**src/rtl/pipe_stage_reg.sv**
```systemverilog
`default_nettype none
// +--------------------------------------------------------------------------+
// | pipe_stage_reg: valid/ready pipeline stage, optional two-entry skid buffer|
// | Revision: 1.0                                                            |
// +--------------------------------------------------------------------------+
module pipe_stage_reg #(
  parameter int DATA_W       = 64,
  parameter bit SKID         = 1'b1,
  parameter bit ZERO_INVALID = 1'b1
) (
  input  logic              clk_i,
  input  logic              rst_i,
  input  logic              flush_i,
  input  logic              in_valid_i,
  output logic              in_ready_o,
  input  logic [DATA_W-1:0] in_data_i,
  output logic              out_valid_o,
  input  logic              out_ready_i,
  output logic [DATA_W-1:0] out_data_o,
  output logic [1:0]        level_o
);

  logic              push;
  logic              pop;
  logic              main_v_q;
  logic              main_v_d;
  logic [DATA_W-1:0] main_data_q;
  logic [DATA_W-1:0] main_data_d;
  logic              skid_v;

  assign push = in_valid_i & in_ready_o;
  assign pop  = main_v_q & out_ready_i;

  generate
    if (SKID) begin : g_skid
      logic              skid_v_q;
      logic              skid_v_d;
      logic [DATA_W-1:0] skid_data_q;
      logic [DATA_W-1:0] skid_data_d;

      // Ready depends only on skid occupancy, so it never sees out_ready_i.
      assign in_ready_o = ~skid_v_q;
      assign skid_v     = skid_v_q;

      always_comb begin
        main_v_d    = main_v_q;
        main_data_d = main_data_q;
        skid_v_d    = skid_v_q;
        skid_data_d = skid_data_q;
        if (flush_i) begin
          main_v_d = 1'b0;
          skid_v_d = 1'b0;
        end else if (skid_v_q) begin
          if (pop) begin
            main_data_d = skid_data_q;
            skid_v_d    = 1'b0;
          end
        end else if (main_v_q) begin
          case ({push, pop})
            2'b11:   main_data_d = in_data_i;
            2'b10: begin
              skid_v_d    = 1'b1;
              skid_data_d = in_data_i;
            end
            2'b01:   main_v_d = 1'b0;
            default: ;
          endcase
        end else if (push) begin
          main_v_d    = 1'b1;
          main_data_d = in_data_i;
        end
      end

      always_ff @(posedge clk_i) begin
        main_data_q <= main_data_d;
        skid_data_q <= skid_data_d;
        if (rst_i) begin
          main_v_q <= 1'b0;
          skid_v_q <= 1'b0;
        end else begin
          main_v_q <= main_v_d;
          skid_v_q <= skid_v_d;
        end
      end
    end else begin : g_single
      assign in_ready_o = ~main_v_q | out_ready_i;
      assign skid_v     = 1'b0;

      always_comb begin
        main_v_d    = main_v_q;
        main_data_d = main_data_q;
        if (flush_i) begin
          main_v_d = 1'b0;
        end else if (push) begin
          main_v_d    = 1'b1;
          main_data_d = in_data_i;
        end else if (pop) begin
          main_v_d = 1'b0;
        end
      end

      always_ff @(posedge clk_i) begin
        main_data_q <= main_data_d;
        if (rst_i) begin
          main_v_q <= 1'b0;
        end else begin
          main_v_q <= main_v_d;
        end
      end
    end
  endgenerate

  generate
    if (ZERO_INVALID) begin : g_zero
      assign out_data_o = main_data_q & {DATA_W{main_v_q}};
    end else begin : g_raw
      assign out_data_o = main_data_q;
    end
  endgenerate

  assign out_valid_o = main_v_q;
  assign level_o     = {1'b0, main_v_q} + {1'b0, skid_v};

endmodule
`default_nettype wire

```
**config.mk**
```make
export PLATFORM = sky130hd
export DESIGN_NAME = pipe_stage_reg
export DESIGN_NICKNAME = d
export VERILOG_FILES = /design/src/rtl/pipe_stage_reg.sv
export SDC_FILE = /design/constraint.sdc
export NUM_CORES = 1
export LEC_CHECK = 0
export CORE_MARGIN = 2
export CORE_UTILIZATION = 40
export CTS_CLUSTER_SIZE = 8
export DETAILED_ROUTE_END_ITERATION = 8
export PLACE_DENSITY = 0.78
export SLEW_MARGIN = 20
export SYNTH_ARGS = -nofsm -noshare
export SYNTH_HDL_FRONTEND = slang
export SYNTH_SLANG_ARGS = --single-unit
export TNS_END_PERCENT = 100
```
**constraint.sdc**
```tcl
create_clock -name clk_i -period 25.1 [get_ports clk_i]
set_input_delay 3.765 -clock clk_i [delete_from_list [all_inputs] [get_ports clk_i]]
set_output_delay 3.765 -clock clk_i [all_outputs]
set_load 0.05 [all_outputs]
```
; After elaboration in Yosys (flattened, before gate mapping)
; Cells that the tools add are included.
[word_totals]
regBits = 130
input_bits = 69
out_inout_bits = 68
[classes]
add_sub_neg = 1
n_eq_ne = 5
mux = 12
n_bitwise = 5
reduce_logical = 4
[op_table]
columns = op, n
row1 = $mux W64, 5
row2 = $and A64 B64 Y64, 1
row3 = $reduce_and A4 Y1, 2
row4 = $mux W1, 7
row5 = $eq A2 B2 Y1 const B, 2
row6 = $ne A3 B1 Y1 const B, 1
row7 = $reduce_bool A3 Y1, 1
row8 = $add A1 B1 Y2, 1
row9 = $and A1 B1 Y1, 2
row10 = $eq A2 B1 Y1 const B, 1
row11 = $ne A2 B2 Y1 const B, 1
row12 = $not A1 Y1, 2
row13 = $reduce_or A2 Y1, 1

; Depth between registers and ports, before layout
[logic_depth]
ltp_word = 6
ltp_mapped = 7
mapped_depth_nobuf = 5

; Least setup slack after synthesis
; OpenSTA, ideal clock, no wires.
[synth_timing]
path_kind = input-to-reg
startpoint = input in_valid_i
endpoint = register g_skid.skid_data_q[0], enable pin
arrival_ps = 10435
t_required_ps = 24435
slack_ps = 13999
path_stages = 2
n_path_buf = 0
cell_sequence = nand2b_1 -> nor4b_1
[synth_via]
elab_chain_cells = 3
[synth_lines]
columns = element, line
row1 = from (decl), 14  ; input logic in_valid_i,
row2 = $and A1 B1 Y1, 31  ; assign push = in_valid_i & in_ready_o;
row3 = $eq A2 B2 Y1, 59  ; case ({push, pop})
row4 = $reduce_and A4 Y1 (no line), -
row5 = to (signal assigned), 76  ; skid_data_q <= skid_data_d;
row6 = to (decl), 38  ; logic [DATA_W-1:0] skid_data_q;
; No other way between the ends.
; A chain may end at the register's enable or synchronous reset.

; Worst setup path after layout
[layout_timing]
startpoint = register g_skid.skid_v_q
endpoint = output level_o[0]
[layout_via]
elab_chain_cells = 1
[layout_lines]
columns = element, line
row1 = from (decl), 36  ; logic skid_v_q;
row2 = from (signal assigned), 82  ; skid_v_q <= skid_v_d;
row3 = $add A1 B1 Y2, 122  ; assign level_o = {1'b0, main_v_q} + {1'b0, skid_v};
row4 = to (decl), 20  ; output logic [1:0] level_o
; No other way between the ends.

==> run summary <==
post-synth net total = 359
Syn Inst Count = 288
die area = 13940 um2
Post-CTS Setup Bufs = 0
synth unique cells = 22
vias in the first global route = 3180
IO buf count = 136
core area = 12670 um2
Root Buffer = clkbuf_16
commonest non-fill, non-tap cell in the layout = clkdlybuf4s50_1
Initial Utilization = 0.4109
# setup viols final = 0
Worst setup SP type = flop
CTS max path bufs = 2
IO Pins = 137
Wirelength per Cell = 16.42 um
post-CTS sizing = 0
Slowest-stage cell, CP = dfxtp_4
Worst setup EP type = output pin
peak supply drop = 0.03447 mV
max-cap viol count = 0
Max Fclk = 0.1555 GHz
post-synthesis average cell area = 18.08 um2
DRT iter0 DRCs = 176
Num CTS Buffers = 17
max incr delay on CP = 0.94 ns
unrepaired setup endpoints after global routing = false
crit-path cells = inv_2 > ha_1 > inv_1 > clkdlybuf4s50_1
H-tree levels = 4
die height = 118.1 um
Post-Layout Cell Count = 617
max-slew violation count = 0
crit path DAT = 2.66 ns
hold slack = 0.5334 ns
Fill cells = 998
Clock Latency Late Sink = 0.41 ns
hpwl dp = 6.347 mm
minimum clock period = 6.430 ns
Hold WC Path Type = flop to flop
Worst Path Buf+Inv = 3
Worst Tran Pin Value = 0.9410 ns
GRT Total Usage = 0.1486
Clock Sinks = 130
vias per cell = 4.690
Area Overhead vs Synth = 41.38%
Inserted Diodes = 0
CP required = 21.33 ns
commonest cells after routing, fill and taps aside = clkdlybuf4s50_1 (136), edfxtp_1 (128), and2_1 (64)
Setup TNS = 0 ns
CTS tree = yes
vias after detailed routing = 2894
leakage power = 2.487 nW
post-route clock period utilization = 0.2562
layout cell share with drive strength beyond 1 = 0.1685
Cell Area, Synth = 5206 um2
nets = 503
status = completed
placed cells = 585
Post-Route WL = 10.13 mm
Cell Pwr Density = 74.52 nW/um2
Top delay family on crit path = buffers and inverters
routability congestion estimate = 0.7094
clock skew = 0.01272 ns
Synthesis Warnings = 0
Antenna Violating Nets Remaining = 0
# rows = 41
final hold violations = 0
initial antenna violation count = 0
Worst slew margin = 0.3727
Max FO, Critical Path = 69
DRC Markers = 0
Seq/Total Area, Yosys = 0.7460
Tot Pwr = 0.5485 mW
die width = 118.1 um
Setup Crit Path Kind = flop to output pin
largest net degree at the start of global routing = 74
Hold-fix buffers, CTS = 0
global-route wire length before repair = 16.06 mm
FF+latch count, synth = 130
first-pass detailed-route iteration total = 6
CTS clk-pin slew, worst paths = 0.06 ns
global route overflow = 0
[per-layer routing]
layer  track usage  routed length (um)  share of wire
met1        0.1857                4514           0.45
met2        0.2428                4993           0.49
met3       0.03876                 490          0.048
met4       0.06627                 133          0.013
met5             0                   0              0
[cell families (layout without fill, tap and decap cells)]
group / Yosys count / count (layout) / synth area share
mux: 64 / 64 / 0.1384
fa+ha+maj: 2 / 2 / 0.004806
flops: 130 / 130 / 0.7460
buf+inv: 17 / 174 / 0.01874
simple gates: 68 / 68 / 0.08147
compound gates: 7 / 7 / 0.01057
[state kept, by name, summed over array words and instances, names as in the netlist]
signal,cells
main_data_q,64
out_valid_o,1
g_skid.skid_data_q,64
g_skid.skid_v_q,1
[stage by stage]
step | setup WS [ns] | instance area [um2] | util
3_5_place_dp | 19.00 | 6741 | 0.5320
3_3_place_gp | 19.03 | 6741 | 0.5320
5_1_grt | 18.51 | 7361 | 0.5809
2_1_floorplan | 14.00 | 5206 | -
4_1_cts | 18.56 | 7358 | 0.5807
6_report | 18.67 | 7361 | 0.5809
[worst paths after layout]
kind	startpoint	end	slack, ns	cells past startpoint
min	g_skid.skid_data_q[26]$_DFFE_PP_	main_data_q[26]$_DFFE_PP_	0.53	1
min reg2reg	g_skid.skid_data_q[26]$_DFFE_PP_	main_data_q[26]$_DFFE_PP_	0.53	1
max reg2reg	g_skid.skid_v_q$_SDFF_PP0_	main_data_q[27]$_DFFE_PP_	22.24	6
max	g_skid.skid_v_q$_SDFF_PP0_	level_o[0]	18.67	4
[synthesized netlist by cell type, drive strengths merged]
library cell    n  share of area
a2111oi         1         0.0029
a211oi          1         0.0014
a21bo           1         0.0019
a21o            1         0.0014
a21oi           2         0.0019
and2           64          0.077
buf             8          0.012
clkbuf          6         0.0043
dfxtp           2         0.0077
edfxtp        128           0.74
ha              2         0.0048
inv             3         0.0022
mux2           64           0.14
nand2           1        0.00072
nand2b          1         0.0012
nand3           1        0.00096
nor4b           1         0.0017
o21ai           1        0.00096
[power breakdown]
group	leakage (nW)	switching, mW	internal (mW)
logic	0.997	0.0225	0.0205
registers	1.20	0.00309	0.247
clock network	0.294	0.0902	0.165
total	2.49	0.116	0.433
[layout make-up]
cell class / count / area [um2] / share of cell area
sequential: 130 / 3891 / 0.5286
inverter: 3 / 11.26 / 0.001530
tap: 172 / 215.2 / 0.02924
timing repair buffer: 139 / 1384 / 0.1880
multi-input combinational: 141 / 1242 / 0.1688
clock inverter: 15 / 191.4 / 0.02601
clock buffer: 17 / 425.4 / 0.05779
Power figures use the tool's default switching activity.
